File: src/rtl/psum_reduce_ctrl_if.sv
// Partial-sum reduction controller bundle: job control,
// partial-sum input handshake, result output handshake.
interface psum_reduce_ctrl_if #(
    parameter int IN_W  = 19,
    parameter int OUT_W = 21
);
    logic                    start;
    logic                    busy;
    logic                    in_valid;
    logic                    in_ready;
    logic signed [IN_W-1:0]  in_data;
    logic                    out_valid;
    logic                    out_ready;
    logic signed [OUT_W-1:0] out_data;
    logic                    out_sat;
    logic                    add_en;

    modport master (
        output start, in_valid, in_data, out_ready,
        input  busy, in_ready, out_valid, out_data, out_sat, add_en
    );

    modport slave (
        input  start, in_valid, in_data, out_ready,
        output busy, in_ready, out_valid, out_data, out_sat, add_en
    );
endinterface

File: src/rtl/psum_reduce_ctrl.sv
// Reduces N_TERMS signed partial sums two at a time through one 3-input adder.
// Define PSUM_SATURATE_EN to clamp the result instead of wrapping it.
module psum_reduce_ctrl #(
    parameter int N_TERMS = 9,
    parameter int IN_W    = 19,
    parameter int OUT_W   = 21,
    parameter int ACC_W   = 28
) (
    input  logic                clk,
    input  logic                rst,
    psum_reduce_ctrl_if.slave   bus
);

    localparam logic [7:0] NT = 8'(N_TERMS);

    typedef enum logic [1:0] {
        IDLE,
        LOAD,
        ADD,
        DONE
    } state_t;

    state_t state, state_nxt;

    logic [7:0]              cnt;
    logic                    a_full;
    logic signed [IN_W-1:0]  slot_a;
    logic signed [IN_W-1:0]  slot_b;
    logic signed [ACC_W-1:0] acc;
    logic signed [ACC_W-1:0] ext_a;
    logic signed [ACC_W-1:0] ext_b;

    logic busy;
    logic in_ready;
    logic out_valid;
    logic add_en;
    logic take;
    logic last;

    logic signed [OUT_W-1:0] out_q;
    logic                    sat_q;

    assign take  = in_ready & bus.in_valid;
    assign last  = ((cnt + 8'd1) == NT);
    assign ext_a = {{(ACC_W-IN_W){slot_a[IN_W-1]}}, slot_a};
    assign ext_b = {{(ACC_W-IN_W){slot_b[IN_W-1]}}, slot_b};

    // State register.
    always_ff @(posedge clk or posedge rst) begin
        if (rst) state <= IDLE;
        else     state <= state_nxt;
    end

    // Next state and strobes; a lone final term goes to the adder with B zero.
    always_comb begin
        state_nxt = state;
        busy      = 1'b0;
        in_ready  = 1'b0;
        out_valid = 1'b0;
        add_en    = 1'b0;
        unique case (state)
            IDLE: begin
                if (bus.start) state_nxt = LOAD;
            end
            LOAD: begin
                busy     = 1'b1;
                in_ready = 1'b1;
                if (take && (a_full || last)) state_nxt = ADD;
            end
            ADD: begin
                busy      = 1'b1;
                add_en    = 1'b1;
                state_nxt = (cnt == NT) ? DONE : LOAD;
            end
            DONE: begin
                busy      = 1'b1;
                out_valid = 1'b1;
                if (bus.out_ready) state_nxt = IDLE;
            end
            default: state_nxt = IDLE;
        endcase
    end

    // Pair buffer, term count and accumulator.
    always_ff @(posedge clk or posedge rst) begin
        if (rst) begin
            cnt    <= '0;
            a_full <= 1'b0;
            slot_a <= '0;
            slot_b <= '0;
            acc    <= '0;
        end else begin
            unique case (state)
                IDLE: begin
                    if (bus.start) begin
                        cnt    <= '0;
                        a_full <= 1'b0;
                        slot_a <= '0;
                        slot_b <= '0;
                        acc    <= '0;
                    end
                end
                LOAD: begin
                    if (take) begin
                        cnt <= cnt + 8'd1;
                        if (!a_full) begin
                            slot_a <= bus.in_data;
                            a_full <= 1'b1;
                        end else begin
                            slot_b <= bus.in_data;
                        end
                    end
                end
                ADD: begin
                    acc    <= acc + ext_a + ext_b;
                    slot_a <= '0;
                    slot_b <= '0;
                    a_full <= 1'b0;
                end
                DONE: begin
                    acc <= acc;
                end
                default: begin
                    acc <= acc;
                end
            endcase
        end
    end

`ifdef PSUM_SATURATE_EN
    localparam int WW = ((ACC_W > OUT_W) ? ACC_W : OUT_W) + 1;

    localparam logic signed [WW-1:0] SAT_MAX =
        {{(WW-OUT_W+1){1'b0}}, {(OUT_W-1){1'b1}}};
    localparam logic signed [WW-1:0] SAT_MIN =
        {{(WW-OUT_W+1){1'b1}}, {(OUT_W-1){1'b0}}};

    logic signed [WW-1:0] acc_x;

    assign acc_x = {{(WW-ACC_W){acc[ACC_W-1]}}, acc};

    // Clamp the accumulator into the signed result range.
    always_comb begin
        out_q = OUT_W'(acc_x);
        sat_q = 1'b0;
        if (acc_x > SAT_MAX) begin
            out_q = OUT_W'(SAT_MAX);
            sat_q = 1'b1;
        end else if (acc_x < SAT_MIN) begin
            out_q = OUT_W'(SAT_MIN);
            sat_q = 1'b1;
        end
    end
`else
    assign out_q = OUT_W'(acc);
    assign sat_q = 1'b0;
`endif

    assign bus.busy      = busy;
    assign bus.in_ready  = in_ready;
    assign bus.out_valid = out_valid;
    assign bus.add_en    = add_en;
    assign bus.out_data  = out_q;
    assign bus.out_sat   = sat_q;

endmodule
File: src/flat_wrapper.sv
// flat-port wrapper written by rule: the top's interface ports become plain ports
module psum_reduce_ctrl_flat 
#(
    parameter int N_TERMS = 9,
    parameter int IN_W    = 19,
    parameter int OUT_W   = 21,
    parameter int ACC_W   = 28
)
  (clk, rst, bus_start, bus_in_valid, bus_in_data, bus_out_ready, bus_busy, bus_in_ready, bus_out_valid, bus_out_data, bus_out_sat, bus_add_en);
  psum_reduce_ctrl_if #(.IN_W(IN_W), .OUT_W(OUT_W)) bus_i ();
  input  logic clk;
  input  logic rst;
  input wire logic [$bits(bus_i.start)-1:0] bus_start;
  input wire logic [$bits(bus_i.in_valid)-1:0] bus_in_valid;
  input wire logic [$bits(bus_i.in_data)-1:0] bus_in_data;
  input wire logic [$bits(bus_i.out_ready)-1:0] bus_out_ready;
  output wire logic [$bits(bus_i.busy)-1:0] bus_busy;
  output wire logic [$bits(bus_i.in_ready)-1:0] bus_in_ready;
  output wire logic [$bits(bus_i.out_valid)-1:0] bus_out_valid;
  output wire logic [$bits(bus_i.out_data)-1:0] bus_out_data;
  output wire logic [$bits(bus_i.out_sat)-1:0] bus_out_sat;
  output wire logic [$bits(bus_i.add_en)-1:0] bus_add_en;
  assign bus_i.start = bus_start;
  assign bus_i.in_valid = bus_in_valid;
  assign bus_i.in_data = bus_in_data;
  assign bus_i.out_ready = bus_out_ready;
  assign bus_busy = bus_i.busy;
  assign bus_in_ready = bus_i.in_ready;
  assign bus_out_valid = bus_i.out_valid;
  assign bus_out_data = bus_i.out_data;
  assign bus_out_sat = bus_i.out_sat;
  assign bus_add_en = bus_i.add_en;
  psum_reduce_ctrl #(.N_TERMS(N_TERMS), .IN_W(IN_W), .OUT_W(OUT_W), .ACC_W(ACC_W)) u_core (.clk(clk), .rst(rst), .bus(bus_i));
endmodule
File: config.mk
export PLATFORM = sky130hd
export DESIGN_NAME = psum_reduce_ctrl_flat
export DESIGN_NICKNAME = d
export VERILOG_FILES = /design/src/rtl/psum_reduce_ctrl_if.sv /design/src/rtl/psum_reduce_ctrl.sv /design/src/flat_wrapper.sv
export SDC_FILE = /design/constraint.sdc
export NUM_CORES = 1
export LEC_CHECK = 0
export CAP_MARGIN = 20
export CORE_MARGIN = 8
export CORE_UTILIZATION = 56
export DETAILED_ROUTE_END_ITERATION = 6
export PLACE_DENSITY = 0.86
export SLEW_MARGIN = 20
export SYNTH_ARGS = -nofsm -noshare
export SYNTH_HDL_FRONTEND = slang
export SYNTH_SLANG_ARGS = --single-unit
File: constraint.sdc
create_clock -name clk -period 4.2 [get_ports clk]
set_input_delay 1.26 -clock clk [delete_from_list [all_inputs] [get_ports clk]]
set_output_delay 1.26 -clock clk [all_outputs]
set_load 0.005 [all_outputs]
==> summary.txt, run 1 <==
Critical path
  – Top cell family by delay on the critical path: buffers and inverters
  – CP required: 2.94 ns
  – CP startpoint kind: register
  – CP Capture Type: output port
  – R2R cell count: 10
  – Buffers & Inverters on Critical Path: 3
  – WP data arrival: 2.06 ns
  – CP max-delay cell: clkdlybuf4s50_1
  – Crit Path Max Fanout: 20
  – Crit-path max cell delay: 0.56 ns
  – Critical Path Stages: 4
  – CP Class: reg2out
  – Critical-path cell list: nand2b_1 > buf_4 > inv_2 > clkdlybuf4s50_1

Synth
  – Async S/R FF share, synth: 1.000
  – EDFF count, synth: 0
  – Synth Flop Type: dfrtp_1
  – Cell count after synthesis: 447
  – Total nets after synthesis: 514
  – Count of cell types in the netlist: 60
  – Sequential area share after synthesis: 0.4130
  – Avg Inst Size Synth: 9.489 µm²
  – FF+latch count, synth: 70
  – Syn Std Cell Area: 4242 µm²
  – Ys Warns: 0

Die
  – Die H: 103.0 µm
  – Die ar.: 10620 µm²
  – Die width: 103.0 µm
  – Ports: 50
  – Starting Density: 0.5817
  – Core Area: 7292 µm²
  – Rows: 31

Clock network
  – CTS tree: yes
  – Worst-path clk slew: 0.08 ns
  – Inserted Clock Buffers: 9
  – Post_cts resized: 0
  – # Post-CTS Setup Buffers: 0
  – Clk_lat worst skew: 0.35 ns
  – Root buf cell: clkbuf_8
  – Post-CTS Hold Buffers: 0
  – Htree depth: 3
  – Num Clock Sinks: 70
  – Bufs on Longest Clock Path: 2

GRT
  – Largest net degree at the start of global routing: 39
  – Initial antenna violation count: 0
  – GRT Overall Usage: 0.2051
  – Vias in the first global route: 3561
  – Total global routing overflow: 0
  – First-pass GRT wire length: 17.15 mm

STA
  – Final min period: 3.323 ns
  – Setup TNS: 0 ns
  – RSZ-0062 raised after global routing: false
  – Final Setup Violations: 0
  – Crit share post-route: 0.7912
  – Final Max Tran Viols: 0
  – Count of final hold-check violations: 0
  – Slew headroom: 0.4526
  – Skew final: 0.01107 ns
  – Max Freq: 300.9 MHz
  – Tightest Pin Transition: 0.8211 ns
  – Setup WS post-layout: 0.8770 ns

Route
  – Routed WL: 10.04 mm
  – 1st-iter DRT viols: 156
  – First-pass DRT Iterations: 6
  – Drt drc: 0
  – DR vias: 3486
  – Post-DR vias/cell: 5.849
  – Wire per inst: 16.85 µm
  – Detail Route Antenna Nets: 0

Placement
  – Placed cells: 580
  – Routability cong.: 0.9022
  – Post-detail-place hpwl: 7.333 mm
  – Number of I/O port buffers: 48
  – Dpl ws: 1.030 ns
  – Post-DP Area: 4822 µm²

Power and ir drop
  – Switching share of total power: 0.4535
  – Pwr Total: 4.487 mW
  – Clock power frac: 0.143
  – P_leak: 2.296 nW
  – Flop pwr share: 0.276
  – Int Pwr: 2.452 mW
  – PD cells: 887.4 nW/µm²
  – Psw: 2.035 mW
  – Combinational Power Share: 0.581
  – VDD IR max: 599.2 µV

Run status
  – Status: completed

Cells and area
  – Area of the multi-input gates: 2376 µm²
  – Layout area overhead: 19.20%
  – # diodes: 0
  – Layout cells sized above 1: 0.06237
  – Nets: 559
  – Sequential cell area: 1752 µm²
  – Layout Cells excl Fill: 596
  – Layout filler cell count: 592
  – Design Area, Final: 5056 µm²

Min path
  – WHS Path Cells: 2
  – Hold Crit Class: reg2reg

Job
  – Max Cap Violations: 0
## worst reg2reg max path: stages (launching register included)
cell,delay (ns)
dfrtp_1,0.43
fa_1,0.56
ha_1,0.19
inv_1,0.07
fa_1,0.41
and2b_4,0.28
o2111ai_2,0.15
a2111oi_1,0.45
o31a_1,0.20
o21ai_0,0.09
a32o_1,0.27
## path summary, 6_finish.rpt
path                                   start                 to  slack (ns)
max reg2reg                    u_core.acc[1]     u_core.acc[13]        1.00
max in group asynchronous                rst  u_core.slot_b[12]        2.22
min in group asynchronous                rst   u_core.slot_a[0]        1.22
min reg2reg                u_core.slot_a[13]  u_core.slot_a[13]        0.51
max                          u_core.state[0]         bus_add_en        0.88
min                        u_core.slot_a[13]  u_core.slot_a[13]        0.51
## kinds of logic (layout without fill, tap and decap cells)
| family | Yosys count | count (layout) | synth area share |
|---|---|---|---|
| AND/OR/NAND/NOR | 145 | 145 | 0.1549 |
| AO/OA/AOI/OAI | 135 | 135 | 0.1941 |
| flip-flops | 70 | 70 | 0.4130 |
| adder cells (fa/ha/maj) | 43 | 43 | 0.1640 |
| buffers and inverters | 33 | 83 | 0.03068 |
| XOR/XNOR | 17 | 17 | 0.03510 |
| multiplexers | 3 | 3 | 0.007375 |
| other | 1 | 1 | 0.0008841 |
## routing by layer
layer,up-vias,global-route usage,part of all wire
met3,12,0.04254,0.064
met4,0,0.06785,0.012
met2,121,0.3429,0.50
met1,1688,0.2584,0.43
met5,-,0,0
li1,1665,-,-
## synthesized netlist by cell type, types with 4 or more instances
master,count,area (µm²)
nand3_1,7,35.03
a21oi_1,19,95.09
o21ai_0,32,160.2
nor2b_1,4,25.02
clkbuf_1,14,52.55
fa_1,21,420.4
xnor2_1,10,87.58
and3_1,5,31.28
a32o_1,4,40.04
ha_1,22,275.3
dfrtp_1,70,1752
inv_1,13,48.80
o31ai_1,4,30.03
nor2_1,15,56.30
o21ai_1,40,200.2
a21o_1,8,60.06
a31oi_1,4,25.02
xor2_1,7,61.31
nand2_1,89,334.1
## layout by cell type (no fill, tap or decap), types with 4 or more instances in the layout
cell type / netlist / routed
inv_1: 13 / 12
clkbuf_8: 0 / 12
fa_1: 21 / 21
dfrtp_1: 70 / 70
ha_1: 22 / 22
a32o_1: 4 / 4
a31oi_1: 4 / 4
a21oi_1: 19 / 19
xnor2_1: 10 / 10
xor2_1: 7 / 7
buf_4: 1 / 5
nor2_1: 15 / 15
nand3_1: 7 / 7
o21ai_1: 40 / 40
clkdlybuf4s50_1: 0 / 48
o21ai_0: 32 / 32
a21o_1: 8 / 8
and3_1: 5 / 5
nand2_1: 89 / 89
## final cells by class
class                      count  area share
multi-input combinational    344      0.4699
clock inverter                 3     0.01287
timing repair buffer          53      0.1024
inverter                      14     0.01039
tap                           99     0.02450
clock buffer                  13     0.03341
sequential                    70      0.3464
## flip-flops by register name, indices dropped and copies added (netlist names)
register       cells
u_core.state       2
u_core.slot_a     19
u_core.acc        21
u_core.slot_b     19
u_core.a_full      1
u_core.cnt         8
## power by group through the flow
stage	combinational [mW]	sequential [mW]	clock [mW]
floorplan	1.84	1.18	0
global placement	2.43	1.24	0
detailed placement	2.55	1.25	0
CTS	2.59	1.24	0.641
global route	2.94	1.28	0.672
finish	2.61	1.24	0.641
## through the flow
stage            util  hold slack, ns
6_report       0.6934          0.5109
5_1_grt        0.6934          0.5197
4_1_cts        0.6934          0.5118
3_5_place_dp   0.6613          0.4953
3_3_place_gp   0.6613          0.4889
2_1_floorplan       -          0.4695
No activity file was read; power rests on OpenSTA's default activity.
==> run 2, diff against run 1 <==
--- a/config.mk
+++ b/config.mk
@@ -7,9 +7,9 @@
 export LEC_CHECK = 0
 export CAP_MARGIN = 20
 export CORE_MARGIN = 8
-export CORE_UTILIZATION = 56
+export CORE_UTILIZATION = 51
 export DETAILED_ROUTE_END_ITERATION = 6
-export PLACE_DENSITY = 0.86
+export PLACE_DENSITY = 0.83
 export SLEW_MARGIN = 20
 export SYNTH_ARGS = -nofsm -noshare
 export SYNTH_HDL_FRONTEND = slang
==> constraint.sdc (replaced) <==
create_clock -name clk -period 3 [get_ports clk]
set_input_delay 0.9 -clock clk [delete_from_list [all_inputs] [get_ports clk]]
set_output_delay 0.9 -clock clk [all_outputs]
set_load 0.005 [all_outputs]
==> summary.txt, run 2 (same netlist as run 1, synthesis figures left out) <==
Clock network
  – CTS tree: yes (unchanged)
  – Post-CTS Hold Buffers: 0 (unchanged)
  – Inserted Clock Buffers: 9 (unchanged)
  – Htree depth: 3 (unchanged)
  – Root buf cell: clkbuf_8 (unchanged)
  – Worst-path clk slew: 0.08 ns (about the same)
  – Num Clock Sinks: 70 (unchanged)
  – Clk_lat worst skew: 0.35 ns (about the same)
  – Bufs on Longest Clock Path: 2 (unchanged)

Cells and area
  – Most frequent cells in the layout: nand2_1 (89), dfrtp_1 (70), clkdlybuf4s50_1 (48) (unchanged)
  – Sequential cell area: 1752 µm² (unchanged)
  – Max FFs per register: 21 (unchanged)
  – Largest reg by FF count: u_core.acc (unchanged)
  – Largest regs: u_core.acc x21, u_core.slot_a x19, u_core.slot_b x19 (unchanged)
  – Commonest non-fill, non-tap cell in the layout: nand2_1 (unchanged)
  – Layout area overhead: 21.21% (was 19.20%)
  – Layout filler cell count: 663 (was 592)
  – Nets: 565 (was 559)
  – Design Area, Final: 5141 µm² (was 5056 µm²)
  – Layout cells sized above 1: 0.08350 (was 0.06237)
  – # diodes: 0 (unchanged)
  – Area of the multi-input gates: 2419 µm² (was 2376 µm²)

STA
  – RSZ-0062 raised after global routing: true (was false)
  – Hold_ws: 0.5113 ns (was 0.5109 ns)
  – Final Max Tran Viols: 0 (unchanged)
  – Max Freq: 339.3 MHz
  – Crit share post-route: 0.9823
  – Count of final hold-check violations: 0 (unchanged)
  – Slew headroom: 0.5090 (was 0.4526)
  – Tightest Pin Transition: 0.7366 ns (was 0.8211 ns)
  – Final Setup Violations: 0 (unchanged)
  – Setup WS post-layout: 0.05317 ns (was 0.8770 ns)
  – Setup TNS: 0 ns (unchanged)
  – Final min period: 2.947 ns
  – Skew final: 0.01066 ns (was 0.01107 ns)

Route
  – WL met1: 4.452 mm (was 4.298 mm)
  – Top sig layer: met4 (unchanged)
  – Routed WL: 10.52 mm (was 10.04 mm)
  – Detail Route Antenna Nets: 0 (unchanged)
  – Drt drc: 0 (unchanged)
  – First-pass DRT Iterations: 4 (was 6)
  – Met2 WL post-DR: 5.223 mm (was 4.986 mm)
  – 1st-iter DRT viols: 156 (unchanged)
  – Wire per inst: 17.30 µm (was 16.85 µm)
  – DR vias: 3532 (was 3486)
  – WL met3: 634 µm (was 642 µm)
  – Post-DR vias/cell: 5.809 (was 5.849)

Min path
  – Hold Crit Class: reg2reg (unchanged)

GRT
  – Vias in the first global route: 3628 (was 3561)
  – Largest net degree at the start of global routing: 39 (unchanged)
  – Initial antenna violation count: 0 (unchanged)
  – Total global routing overflow: 0 (unchanged)
  – First-pass GRT wire length: 17.75 mm (was 17.15 mm)
  – GRT Overall Usage: 0.1909 (was 0.2051)

Critical path
  – Buffers & Inverters on Critical Path: 1 (was 3)
  – CP required: 3.25 ns (was 2.94 ns)
  – R2R Setup Slk: 0.05 ns (was 1.00 ns)
  – Critical-path cell list: fa_1 > ha_1 > inv_1 > fa_1 > and2b_4 > o2111ai_4 > a2111oi_4 > o31a_1 > o21ai_0 > a32o_1 (was nand2b_1 > buf_4 > inv_2 > clkdlybuf4s50_1)
  – Crit Path Max Fanout: 4 (was 20)
  – CP startpoint kind: register (unchanged)
  – WP data arrival: 3.20 ns (was 2.06 ns)
  – Most frequent CP cell: fa_1
  – CP Class: reg2reg (was reg2out)
  – CP Capture Type: register (was output port)
  – CP max-delay cell: fa_1 (was clkdlybuf4s50_1)
  – Top cell family by delay on the critical path: adder cells (was buffers and inverters)
  – Crit-path max cell delay: 0.54 ns (was 0.56 ns)

Power and ir drop
  – Pwr Total: 6.348 mW (was 4.487 mW)
  – PD cells: 1235 nW/µm² (was 887.4 nW/µm²)
  – P_leak: 2.318 nW (was 2.296 nW)
  – VDD IR max: 643.7 µV (was 599.2 µV)

Die
  – Rows: 33 (was 31)
  – Ports: 50 (unchanged)
  – Die H: 107.2 µm (was 103.0 µm)
  – Die width: 107.2 µm (was 103.0 µm)
  – Core Area: 8134 µm² (was 7292 µm²)
  – Starting Density: 0.5215 (was 0.5817)
  – Die ar.: 11490 µm² (was 10620 µm²)

Job
  – Max Cap Violations: 0 (unchanged)

Placement
  – Dpl ws: -0.01100 ns (was 1.030 ns)
  – Number of I/O port buffers: 48 (unchanged)
  – Post-detail-place hpwl: 7.336 mm (was 7.333 mm)
  – Routability cong.: 0.8986 (was 0.9022)
  – Post-DP Area: 4892 µm² (was 4822 µm²)

Run status
  – Status: completed (unchanged)
[run 2: cell count changes in the layout (fill, tap and decap cells not counted), sizes merged]
cell      previous run  this run
bufinv               2         1
clkbuf              13        10
clkinvlp             0         1
clkinv               1         4
buf                  5        11
[run 2: worst register-to-register path, stage by stage, from the launching register on]
cell and delay, ns:
dfrtp_1 0.40, fa_1 0.54, ha_1 0.16, inv_1 0.06
fa_1 0.38, and2b_4 0.29, o2111ai_4 0.17, a2111oi_4 0.33
o31a_1 0.16, o21ai_0 0.08, a32o_1 0.26
[run 2: final cells by class]
type,count,area share
clock buffers,10,0.02677
clock inverters,6,0.01193
inverters,14,0.01022
multi-input cells,344,0.4704
flip-flops and latches,70,0.3407
well taps,105,0.02555
repair buffers,59,0.1144
[run 2: final timing paths]
path,startpoint,endpoint,cells after the start
min in group asynchronous,rst,u_core.slot_b[0],2
max reg2reg,u_core.acc[1],u_core.acc[13],10
min,u_core.slot_a[10],u_core.slot_a[10],2
min reg2reg,u_core.slot_a[10],u_core.slot_a[10],2
max,u_core.acc[1],u_core.acc[13],10
max in group asynchronous,rst,u_core.slot_a[9],3
[run 2: per-layer routing]
metal	vias to the layer above	track usage
li1	1672	-
met1	1718	0.2429
met2	123	0.3138
met3	19	0.03359
met4	0	0.07839
met5	-	0
[run 2: timing repair]
action                     CTS  global route
resized for setup            1             5
setup endpoints to repair    1             4
pin swaps                    0             4
setup buffers                0             1
[run 2: metrics by stage]
step	utilization	instances
finish	0.6321	608
global route	0.6321	608
CTS	0.6265	607
detailed placement	0.6014	591
global placement	0.6014	591
floorplan	-	447
[run 2: report_power, final]
group | internal [mW] | switching [mW]
combinational | 1.60 | 2.24
clock | 0.404 | 0.376
sequential | 1.33 | 0.399
total | 3.34 | 3.01
